### src/rtl/carry_look_adder.sv
// carry_look_adder: registered two-level carry-lookahead adder.
// {carry, sum} = a + b + cin, one cycle of latency, with an in_valid/out_valid pair.
// The adder is built from 4-bit lookahead groups. A second-level lookahead unit
// works across the groups, so no carry ripples from one group to the next.
// Optional feature: define CARRY_LOOK_ADDER_OVF_EN to add a registered signed
// overflow output. Without it, that port and its logic do not exist.

module carry_look_adder #(
  parameter int WIDTH = 4
) (
  input  logic             clk,
  input  logic             rst_n,
  input  logic             in_valid,
  input  logic [WIDTH-1:0] a,
  input  logic [WIDTH-1:0] b,
  input  logic             cin,
  output logic [WIDTH-1:0] sum,
  output logic             carry,
`ifdef CARRY_LOOK_ADDER_OVF_EN
  output logic             overflow,
`endif
  output logic             out_valid
);

  // Number of 4-bit lookahead groups. It is clamped to 1 so that the
  // declarations stay legal while the width check below reports the error.
  localparam int NGRP = (WIDTH >= 4) ? (WIDTH / 4) : 1;

  genvar gi, gj;

  // Only whole groups of 4 bits are supported, up to 16 groups.
  if ((WIDTH % 4 != 0) || (WIDTH < 4) || (WIDTH > 64)) begin : g_bad_width
    $error("carry_look_adder: WIDTH=%0d is illegal (multiple of 4 in 4..64 required)", WIDTH);
  end

  // ---------------------------------------------------------------------------
  // Bit level: propagate and generate terms
  // ---------------------------------------------------------------------------
  logic [WIDTH-1:0] p;
  logic [WIDTH-1:0] g;
  logic [WIDTH:0]   c;         // c[i] is the carry into bit i; c[WIDTH] is the carry-out
  logic [NGRP-1:0]  grp_p;     // group propagate (all four bits propagate)
  logic [NGRP-1:0]  grp_g;     // group generate (a carry leaves the group on its own)
  logic [NGRP:0]    grp_cin;   // carry into each group; the top entry is the carry-out

  for (gi = 0; gi < WIDTH; gi++) begin : g_bit
    assign p[gi] = a[gi] ^ b[gi];
    assign g[gi] = a[gi] & b[gi];
  end

  // ---------------------------------------------------------------------------
  // Group level: fully expanded 4-bit lookahead. Each carry is a flat
  // sum-of-products built from the group carry-in, so carries do not chain.
  // ---------------------------------------------------------------------------
  for (gi = 0; gi < NGRP; gi++) begin : g_group
    localparam int BASE = 4 * gi;

    logic [3:0] gp;
    logic [3:0] gg;
    logic       c0;

    assign gp = p[BASE+3:BASE];
    assign gg = g[BASE+3:BASE];
    assign c0 = grp_cin[gi];

    assign c[BASE]   = c0;
    assign c[BASE+1] = gg[0]
                     | (gp[0] & c0);
    assign c[BASE+2] = gg[1]
                     | (gp[1] & gg[0])
                     | (gp[1] & gp[0] & c0);
    assign c[BASE+3] = gg[2]
                     | (gp[2] & gg[1])
                     | (gp[2] & gp[1] & gg[0])
                     | (gp[2] & gp[1] & gp[0] & c0);

    // The second level uses these group summaries. It does not use c[BASE+4].
    assign grp_p[gi] = &gp;
    assign grp_g[gi] = gg[3]
                     | (gp[3] & gg[2])
                     | (gp[3] & gp[2] & gg[1])
                     | (gp[3] & gp[2] & gp[1] & gg[0]);
  end

  // ---------------------------------------------------------------------------
  // Second level: the carry into group k is the OR of one product term per
  // possible carry source. Each lower group j can generate a carry that every
  // group between j and k propagates. The cin term counts only when all lower
  // groups propagate. Depth is one AND level plus one OR level for any WIDTH.
  // ---------------------------------------------------------------------------
  for (gi = 0; gi <= NGRP; gi++) begin : g_lookahead
    logic [gi:0] term;

    for (gj = 0; gj < gi; gj++) begin : g_term
      if (gj == gi - 1) begin : g_adjacent
        assign term[gj] = grp_g[gj];
      end else begin : g_spanning
        assign term[gj] = grp_g[gj] & (&grp_p[gi-1:gj+1]);
      end
    end

    if (gi == 0) begin : g_cin_direct
      assign term[0] = cin;
    end else begin : g_cin_through
      assign term[gi] = cin & (&grp_p[gi-1:0]);
    end

    assign grp_cin[gi] = |term;
  end

  assign c[WIDTH] = grp_cin[NGRP];

  // ---------------------------------------------------------------------------
  // Sum bits and the values loaded into the output registers
  // ---------------------------------------------------------------------------
  logic [WIDTH-1:0] sum_next;
  logic             carry_next;

  assign sum_next   = p ^ c[WIDTH-1:0];
  assign carry_next = c[WIDTH];

  logic [WIDTH-1:0] sum_reg;
  logic             carry_reg;
  logic             valid_reg;

  // Output registers: clear on reset; otherwise track in_valid and load a new result only when it is valid.
  always_ff @(posedge clk) begin
    if (!rst_n) begin
      sum_reg   <= '0;
      carry_reg <= 1'b0;
      valid_reg <= 1'b0;
    end else begin
      valid_reg <= in_valid;
      if (in_valid) begin
        sum_reg   <= sum_next;
        carry_reg <= carry_next;
      end
    end
  end

  assign sum       = sum_reg;
  assign carry     = carry_reg;
  assign out_valid = valid_reg;

`ifdef CARRY_LOOK_ADDER_OVF_EN
  // Signed overflow: the carry into the sign bit differs from the carry out of it.
  logic ovf_next;
  logic ovf_reg;

  assign ovf_next = c[WIDTH] ^ c[WIDTH-1];

  // Overflow register: same reset and load enable as carry.
  always_ff @(posedge clk) begin
    if (!rst_n) begin
      ovf_reg <= 1'b0;
    end else if (in_valid) begin
      ovf_reg <= ovf_next;
    end
  end

  assign overflow = ovf_reg;
`endif

endmodule

### config.mk
export PLATFORM = sky130hd
export DESIGN_NAME = carry_look_adder
export DESIGN_NICKNAME = d
export VERILOG_FILES = /design/src/rtl/carry_look_adder.sv
export SDC_FILE = /design/constraint.sdc
export NUM_CORES = 1
export LEC_CHECK = 0
export ABC_CLOCK_PERIOD_IN_PS = 1570
export CAP_MARGIN = 10
export CORE_AREA = 2 2 39 41
export DETAILED_ROUTE_END_ITERATION = 8
export DIE_AREA = 0 0 41 43
export DONT_BUFFER_PORTS = 1
export PLACE_DENSITY = 0.49
export RECOVER_POWER = 25
export SETUP_SLACK_MARGIN = 0.05
export SYNTH_ARGS = -nofsm -noshare
export SYNTH_HDL_FRONTEND = slang
export SYNTH_SLANG_ARGS = --single-unit
### constraint.sdc
create_clock -name clk -period 1.57 [get_ports clk]
set_clock_uncertainty 0.15 [all_clocks]
set_input_delay 0.314 -clock clk [delete_from_list [all_inputs] [get_ports clk]]
set_output_delay 0.314 -clock clk [all_outputs]
set_load 0.05 [all_outputs]
==> flow_summary.yaml, run 1 <==
pwr:
  ir_drop_v: 0.000386
  total_leakage_power_uw: 0.000203
  cellPowerDensity_nw_per_um2: 1010
synthesis:
  synth-simple-area-share: 0.181
  yosysTopAreaCellShare: 0.310
  syn_inst: 40
  ys_seq_area_frac: 0.310
  syn_area_per_cell_um2: 9.70
  yosysTopAreaCell: "dfxtp_1"
  synth_nets: 57
  ys_async_sr_fraction: 0
  ys_ff_latch: 6
  synth.area.mux_share: 0.0258
  synth_ff_type: "dfxtp_1"
  synth_top_family_by_area: "compound AO/OA/AOI/OAI gates"
  synthTopCellsByCount: "dfxtp_1, ha_1, inv_1"
  synthAdderAreaFrac: 0.181
  synth-compound-area-share: 0.216
  synth_area_leaders: "dfxtp_1, ha_1, fa_1, a2111oi_2, inv_1"
  synth-xor-area-share: 0.0226
  synth_cell_types: 26
  synth_edf_count: 0
  netlist_area_um2: 388
  synth.most_common_cell: "dfxtp_1"
  yosys_warnings: 0
placed_design:
  port_buffers: 0
  pre_cts_ws_ns: 0.0205
  place.gp.congestion: 0.822
  postPlaceCellArea_um2: 425
  dp.final_hpwl_um: 655
clock_network:
  htree_levels: 1
  root_buffer: "clkbuf_4"
  post_cts_buffers: 0
  cts_resized: 0
  cts.sinks: 6
  clk_path_buf_depth: 2
  cts_made_buffers: 3
  clk_latency_ns: 0.25
  path_clk_slew_ns: 0.05
  cts-hold-fix-buffers: 0
  cts_tree: "yes"
setup_path:
  cp-end-kind: "output port"
  path_max_fanout: 2
  cp.required_ns: 1.11
  crit_type: "flip-flop to output port"
  crit_path_start_kind: "flip-flop"
  arrival_ns: 0.89
sta:
  relSlewSlack: 0.655
  worst_pin_slew_ns: 0.517
  whs_ns: 0.0548
  finalCritPeriodShare: 0.861
  fin_crit_ns: 1.35
  max_freq_mhz: 740
  grt_setup_unrepaired: "false"
  maxSlewViolCount: 0
  setup_slack_ns: 0.218
  hold_violations: 0
  setup_viol: 0
  setup-tns-final_ns: 0
global_route:
  grt-ovfl-total: 0
  grt_use_total: 0.124
  grt_pass1_wl_um: 1410
  grt_start_max_net_pins: 10
  antenna_found_initial: 0
  first_global_vias: 344
floorplan:
  die_area_um2: 1760
  io_pins: 18
  rows: 14
  initial_core_util: 0.280
  core_area_um2: 1380
  die_w_um: 41
  die_h_um: 43
flow_run:
  maxCapViolCount: 0
finish:
  fin_nets: 62
  n_antenna_cell: 0
  final_layout_size_suffix_gt1_frac: 0.209
  area_delta_synth_final_pct: 15.5
  final_area_um2: 448
  fin_util: 0.324
  largest_register_ffs: 4
route:
  vias: 315
  firstDrtPassIters: 4
  drc: 0
  drt-initial-drc-count: 8
  drtAntennaViolNets: 0
  avgRoutedWirePerCell_um: 13.9
  wl_um: 821
  via_per_inst: 5.34
outcome:
  outcome: "finished clean"
worst_hold_path:
  hold_class: "input port to flip-flop"
layout by cell type, fill, tap and decap left out:
master / count
dfxtp_1: 6
a211o_1: 1
clkbuf_4: 3
ha_4: 1
nand2_1: 1
or2_2: 1
o211a_1: 1
nand4b_1: 1
buf_4: 2
ha_1: 3
and3b_1: 1
a32o_1: 1
nand3b_1: 1
xnor2_1: 1
inv_1: 4
o21a_2: 1
a21o_1: 1
fa_1: 1
a21boi_1: 1
a21oi_1: 1
nor3_1: 2
o21ai_0: 1
nor2b_1: 2
mux2i_1: 1
a31oi_1: 1
a2111oi_2: 1
nand4_1: 1
and2_0: 1
routing by layer:
metal / vias up / track usage / part of all wire
li1: 151 / - / -
met1: 151 / 0.126 / 0.39
met2: 13 / 0.184 / 0.52
met3: 0 / 0.0838 / 0.094
met4: 0 / 0.0600 / 0
met5: - / 0 / 0
where the power goes:
| part | total, µW | switching, µW | internal (µW) | leakage (µW) |
|---|---|---|---|---|
| logic | 89.1 | 44.1 | 45.0 | 0.000140 |
| clock network | 145 | 58.4 | 86.7 | 0.0000138 |
| registers | 216 | 49.2 | 167 | 0.0000497 |
kinds of logic (layout without fill, tap and decap cells):
kind of cell,Yosys count,count (layout)
adders and majority gates,5,5
DFF,6,6
muxes,1,1
and+or+nand+nor,11,11
AOI/OAI and AO/OA,10,10
xor gates and xnor gates,1,1
buffers and inverters,6,9
per-stage QoR:
| stage | cells | power, µW |
|---|---|---|
| 3_3_place_gp | 56 | 307 |
| 5_1_grt | 59 | 482 |
| 2_1_floorplan | 40 | 293 |
| 6_report | 59 | 450 |
| 4_1_cts | 59 | 461 |
| 3_5_place_dp | 56 | 309 |
final timing paths:
path	from	endpoint	slack, ns	cells past startpoint
max	sum[1]$_SDFFE_PN0P_	sum[1]	0.22	0
min	rst_n	sum[1]$_SDFFE_PN0P_	0.05	1
max reg2reg	sum[3]$_SDFFE_PN0P_	sum[3]$_SDFFE_PN0P_	0.38	3
min reg2reg	carry$_SDFFE_PN0P_	carry$_SDFFE_PN0P_	0.44	2
area by class of cell:
type                       instances  area, µm²
fill                             153        936
multi-input combinational         28        255
sequential                         6        120
clock buffer                       3       22.5
tap                               16       20.0
timing repair buffer               2       15.0
inverter                           4       15.0
No activity file was read; power rests on OpenSTA's default activity.
==> run 2, diff against run 1 <==
--- a/config.mk
+++ b/config.mk
@@ -5,13 +5,14 @@
 export SDC_FILE = /design/constraint.sdc
 export NUM_CORES = 1
 export LEC_CHECK = 0
+export ABC_AREA = 1
 export ABC_CLOCK_PERIOD_IN_PS = 1570
 export CAP_MARGIN = 10
 export CORE_AREA = 2 2 39 41
 export DETAILED_ROUTE_END_ITERATION = 8
 export DIE_AREA = 0 0 41 43
 export DONT_BUFFER_PORTS = 1
-export PLACE_DENSITY = 0.49
+export PLACE_DENSITY = 0.5
 export RECOVER_POWER = 25
 export SETUP_SLACK_MARGIN = 0.05
 export SYNTH_ARGS = -nofsm -noshare
==> run 2 against run 1 <==
Effect of this change: combinational power up 12%; fmax up 0.34%; synthesized cell count up 40%; first-iteration DRC count down 38%; sequential cell count unchanged; hold slack worse by 0.046 ns; synthesized area up 2.6%; wire length down 9.9%; critical path type unchanged; cell area down 0.56%; total power down 1.8%.
==> flow_summary.yaml, run 2 <==
outcome:
  outcome: "finished clean"
synthesis:
  synth_cell_types: 14
  yosysTopAreaCell: "dfxtp_1"
  synth_edf_count: 0
  synth_area_leaders: "dfxtp_1, ha_1, inv_1, nor2_1, nand2_2"
  syn_inst: 56
  synth_ff_type: "dfxtp_1"
  synth.most_common_cell: "inv_1"
  synthTopCellsByCount: "inv_1, nor2_1, dfxtp_1, nand2_1, nand3_1"
  ys_async_sr_fraction: 0
  syn_area_per_cell_um2: 7.11
  yosys_warnings: 0
  ys_ff_latch: 6
  yosysTopAreaCellShare: 0.302
  ys_seq_area_frac: 0.302
  netlist_area_um2: 398
  synth_nets: 73
pwr:
  share_comb_of_total_power: 0.226
  finalPower_uw: 442
  total_leakage_power_uw: 0.000250
  intPower_uw: 292
  ir_drop_v: 0.000204
  switching_share: 0.339
  p_seq_frac: 0.456
  clockPowerShare: 0.318
  cellPowerDensity_nw_per_um2: 993
  p_sw_uw: 150
clock_network:
  root_buffer: "clkbuf_4"
  cts_resized: 0
  path_clk_slew_ns: 0.04
  clk_latency_ns: 0.24
  cts_made_buffers: 3
  cts-hold-fix-buffers: 0
  clk_path_buf_depth: 2
  post_cts_buffers: 0
  htree_levels: 1
  cts.sinks: 6
  cts_tree: "yes"
floorplan:
  die_w_um: 41
  die_h_um: 43
  rows: 14
  die_area_um2: 1760
  io_pins: 18
  core_area_um2: 1380
  initial_core_util: 0.288
setup_path:
  arrival_ns: 0.88
  cp.required_ns: 1.11
  crit_type: "flip-flop to output port"
  crit_path_start_kind: "flip-flop"
  cp-end-kind: "output port"
  path_max_fanout: 2
global_route:
  grt_start_max_net_pins: 11
  grt-ovfl-total: 0
  antenna_found_initial: 0
  grt_use_total: 0.0994
  grt_pass1_wl_um: 1190
  first_global_vias: 315
finish:
  final_layout_size_suffix_gt1_frac: 0.133
  area_delta_synth_final_pct: 11.9
  final_area_um2: 445
  fill_cells: 156
  layout_common_cells: "inv_1, nor2_1, nand2_1"
  n_antenna_cell: 0
  final_common_cell: "inv_1"
  largest_register_ffs: 4
  fin_nets: 79
route:
  via_per_inst: 4.46
  drtAntennaViolNets: 0
  firstDrtPassIters: 5
  avgRoutedWirePerCell_um: 9.74
  vias: 339
  drt-initial-drc-count: 5
  wl_um: 740
  drc: 0
sta:
  setup-tns-final_ns: 0
  max_freq_mhz: 742
  hold_violations: 0
  finalCritPeriodShare: 0.858
  setup_viol: 0
  relSlewSlack: 0.655
  fin_crit_ns: 1.35
  worst_pin_slew_ns: 0.517
  maxSlewViolCount: 0
  grt_setup_unrepaired: "false"
placed_design:
  place.gp.congestion: 0.600
  postPlaceCellArea_um2: 425
  port_buffers: 0
  dp.final_hpwl_um: 620
flow_run:
  maxCapViolCount: 0
worst_hold_path:
  hold_class: "input port to flip-flop"
==> run 2: cell types whose count changed after synthesis, moves of 2 or more <==
| cell | change |
|---|---|
| inv_1 | +8 |
| nor2_1 | +8 |
| nand2_1 | +5 |
| nand3_1 | +5 |
| nand2_2 | +4 |
| buf_2 | -2 |
| nor2b_1 | -2 |
| nor3_1 | -2 |
| o21ai_0 | +2 |
==> run 2: layout make-up <==
type,count,area [µm²],share of cell area
inverter,12,45.0,0.101
tap,16,20.0,0.0449
sequential,6,120,0.270
multi-input combinational,37,223,0.500
timing repair buffer,2,15.0,0.0337
clock buffer,3,22.5,0.0506
==> run 2: power by group through the flow <==
stage / clock network (µW) / logic (µW) / registers (µW)
after floorplan: 0 / 71.3 / 219
after global placement: 0 / 100 / 205
after detailed placement: 0 / 102 / 205
after CTS: 145 / 103 / 202
after global routing: 153 / 117 / 203
final: 141 / 99.8 / 202
==> run 2: layer usage <==
| layer | vias to the layer above | GRT usage | share of wire |
|---|---|---|---|
| li1 | 182 | - | - |
| met1 | 133 | 0.135 | 0.42 |
| met2 | 24 | 0.125 | 0.41 |
| met3 | 0 | 0.0262 | 0.17 |
| met4 | 0 | 0.0800 | 0 |
| met5 | - | 0 | 0 |
==> run 2: path summary, 6_finish.rpt <==
| path | startpoint | end | slack, ns | depth (start not counted) |
|---|---|---|---|---|
| worst max-delay path | sum[3]$_SDFFE_PN0P_ | sum[3] | 0.22 | 0 |
| worst min-delay path | in_valid | sum[0]$_SDFFE_PN0P_ | 0.009 | 1 |
| worst max register to register | sum[2]$_SDFFE_PN0P_ | sum[2]$_SDFFE_PN0P_ | 0.45 | 4 |
| worst min register to register | carry$_SDFFE_PN0P_ | carry$_SDFFE_PN0P_ | 0.40 | 2 |
==> run 2: worst register-to-register path, cell delays in order (launching register included) <==
cell	delay (ns)
dfxtp_1	0.63
nor2_1	0.07
nor2_1	0.12
nand2_1	0.06
inv_1	0.04
==> run 2: logic make-up after synthesis <==
group	share of synthesized area
buffers and inverters	0.132
xor gates and xnor gates	0.0220
AOI/OAI and AO/OA	0.0629
DFF	0.302
and+or+nand+nor	0.305
adders and majority gates	0.176
==> run 2: stage by stage <==
step,hold slack [ns],setup slack [ns],util,cells
finish,0.00853,0.223,0.322,76
global route,0.0117,0.196,0.322,76
CTS,0.00244,0.219,0.324,76
detailed placement,0.260,0.126,0.307,73
global placement,0.257,0.127,0.307,73
floorplan,0.262,0.169,-,56
==> run 3, diff against run 2 <==
--- a/config.mk
+++ b/config.mk
@@ -12,7 +12,7 @@
 export DETAILED_ROUTE_END_ITERATION = 8
 export DIE_AREA = 0 0 41 43
 export DONT_BUFFER_PORTS = 1
-export PLACE_DENSITY = 0.5
+export PLACE_DENSITY = 0.45
 export RECOVER_POWER = 25
 export SETUP_SLACK_MARGIN = 0.05
 export SYNTH_ARGS = -nofsm -noshare
==> run 3 against run 2 <==
Effect of this change: wire length shrank 1.8%; non-clock buffer count grew 1; sequential power is essentially flat; first-iteration DRC count grew 20%; die area is the same; largest power group unchanged; sequential share of layout area shrank 0.74 points; fmax grew 0.15%.
==> flow_summary.yaml, run 3 (synthesis gave the netlist of run 2 again) <==
outcome:
  outcome: "finished clean"
route:
  vias: 345
  wl_um: 727
  drtAntennaViolNets: 0
  drc: 0
  avgRoutedWirePerCell_um: 9.44
  drt-initial-drc-count: 6
  via_per_inst: 4.48
  firstDrtPassIters: 3
floorplan:
  die_h_um: 43
  initial_core_util: 0.288
  die_area_um2: 1760
  rows: 14
  die_w_um: 41
  io_pins: 18
  core_area_um2: 1380
setup_path:
  arrival_ns: 0.88
  cp-end-kind: "output port"
  crit_type: "flip-flop to output port"
  cp.required_ns: 1.11
  crit_path_start_kind: "flip-flop"
  path_max_fanout: 2
pwr:
  total_leakage_power_uw: 0.000253
  cellPowerDensity_nw_per_um2: 972
  ir_drop_v: 0.000215
global_route:
  grt_use_total: 0.0984
  grt-ovfl-total: 0
  grt_start_max_net_pins: 11
  grt_pass1_wl_um: 1100
  antenna_found_initial: 0
  first_global_vias: 300
sta:
  maxSlewViolCount: 0
  grt_setup_unrepaired: "false"
  relSlewSlack: 0.656
  finalCritPeriodShare: 0.857
  setup_slack_ns: 0.225
  max_freq_mhz: 744
  setup_viol: 0
  setup-tns-final_ns: 0
  worst_pin_slew_ns: 0.516
  hold_violations: 0
  fin_crit_ns: 1.34
clock_network:
  htree_levels: 1
  cts_resized: 0
  path_clk_slew_ns: 0.05
  cts.sinks: 6
  root_buffer: "clkbuf_4"
  clk_path_buf_depth: 2
  cts_tree: "yes"
  cts_made_buffers: 3
  clk_latency_ns: 0.24
  post_cts_buffers: 0
  cts-hold-fix-buffers: 1
finish:
  fin_nets: 80
  final_layout_size_suffix_gt1_frac: 0.148
  final_common_cell: "inv_1"
  area_delta_synth_final_pct: 15.1
  largest_register_ffs: 4
  n_antenna_cell: 0
  layout_common_cells: "inv_1, nor2_1, nand2_1, dfxtp_1, nand3_1"
  regArea_um2: 120
  fill_cells: 163
  multiInputGateArea_um2: 225
worst_hold_path:
  hold_class: "input port to flip-flop"
placed_design:
  dp.final_hpwl_um: 589
  pre_cts_ws_ns: 0.103
  place.gp.congestion: 0.667
  port_buffers: 0
flow_run:
  maxCapViolCount: 0
run 3: changes by cell type in the layout (fill, tap and decap cells not counted):
cell and change:
nand2_1 -1, or2_1 -1, nand2_2 +1, dlygate4sd3_1 +1, or2_0 +1
run 3: layout make-up:
type	count	share of cell area
Timing Repair Buffer	3	0.0546
Clock buffer	3	0.0492
Inverter	12	0.0984
Tap cell	16	0.0437
Sequential cell	6	0.262
Multi-Input combinational cell	37	0.492
run 3: worst paths after layout:
check	start	endpoint	slack, ns	cells after the start
setup / recovery	sum[1]$_SDFFE_PN0P_	sum[1]	0.23	0
hold / removal	in_valid	out_valid$_SDFF_PN0_	0.02	2
setup reg to reg	sum[1]$_SDFFE_PN0P_	sum[1]$_SDFFE_PN0P_	0.44	4
hold reg to reg	sum[3]$_SDFFE_PN0P_	sum[3]$_SDFFE_PN0P_	0.41	4
run 3: where the power goes:
group / switching, µW / total, µW / internal, µW / leakage, µW
combinational: 60.4 / 102 / 41.9 / 0.000190
sequential: 35.9 / 202 / 166 / 0.0000499
clock: 54.7 / 141 / 86.4 / 0.0000138
total: 151 / 445 / 294 / 0.000253
run 3: stage by stage:
step / hold WS (ns) / instance area, µm² / total power [µW] / instances / utilization
2_1_floorplan: 0.262 / 398 / 290 / 56 / -
3_3_place_gp: 0.255 / 425 / 307 / 73 / 0.307
3_5_place_dp: 0.258 / 425 / 307 / 73 / 0.307
4_1_cts: 0.00879 / 458 / 457 / 77 / 0.331
5_1_grt: 0.0232 / 458 / 475 / 77 / 0.331
6_report: 0.0172 / 458 / 445 / 77 / 0.331
run 3: routing by layer:
| metal | track usage | vias to the layer above | share of wire |
|---|---|---|---|
| met3 | 0.0209 | 2 | 0.084 |
| met1 | 0.113 | 146 | 0.44 |
| li1 | - | 184 | - |
| met5 | 0 | - | 0 |
| met4 | 0.120 | 0 | 0.019 |
| met2 | 0.128 | 13 | 0.45 |
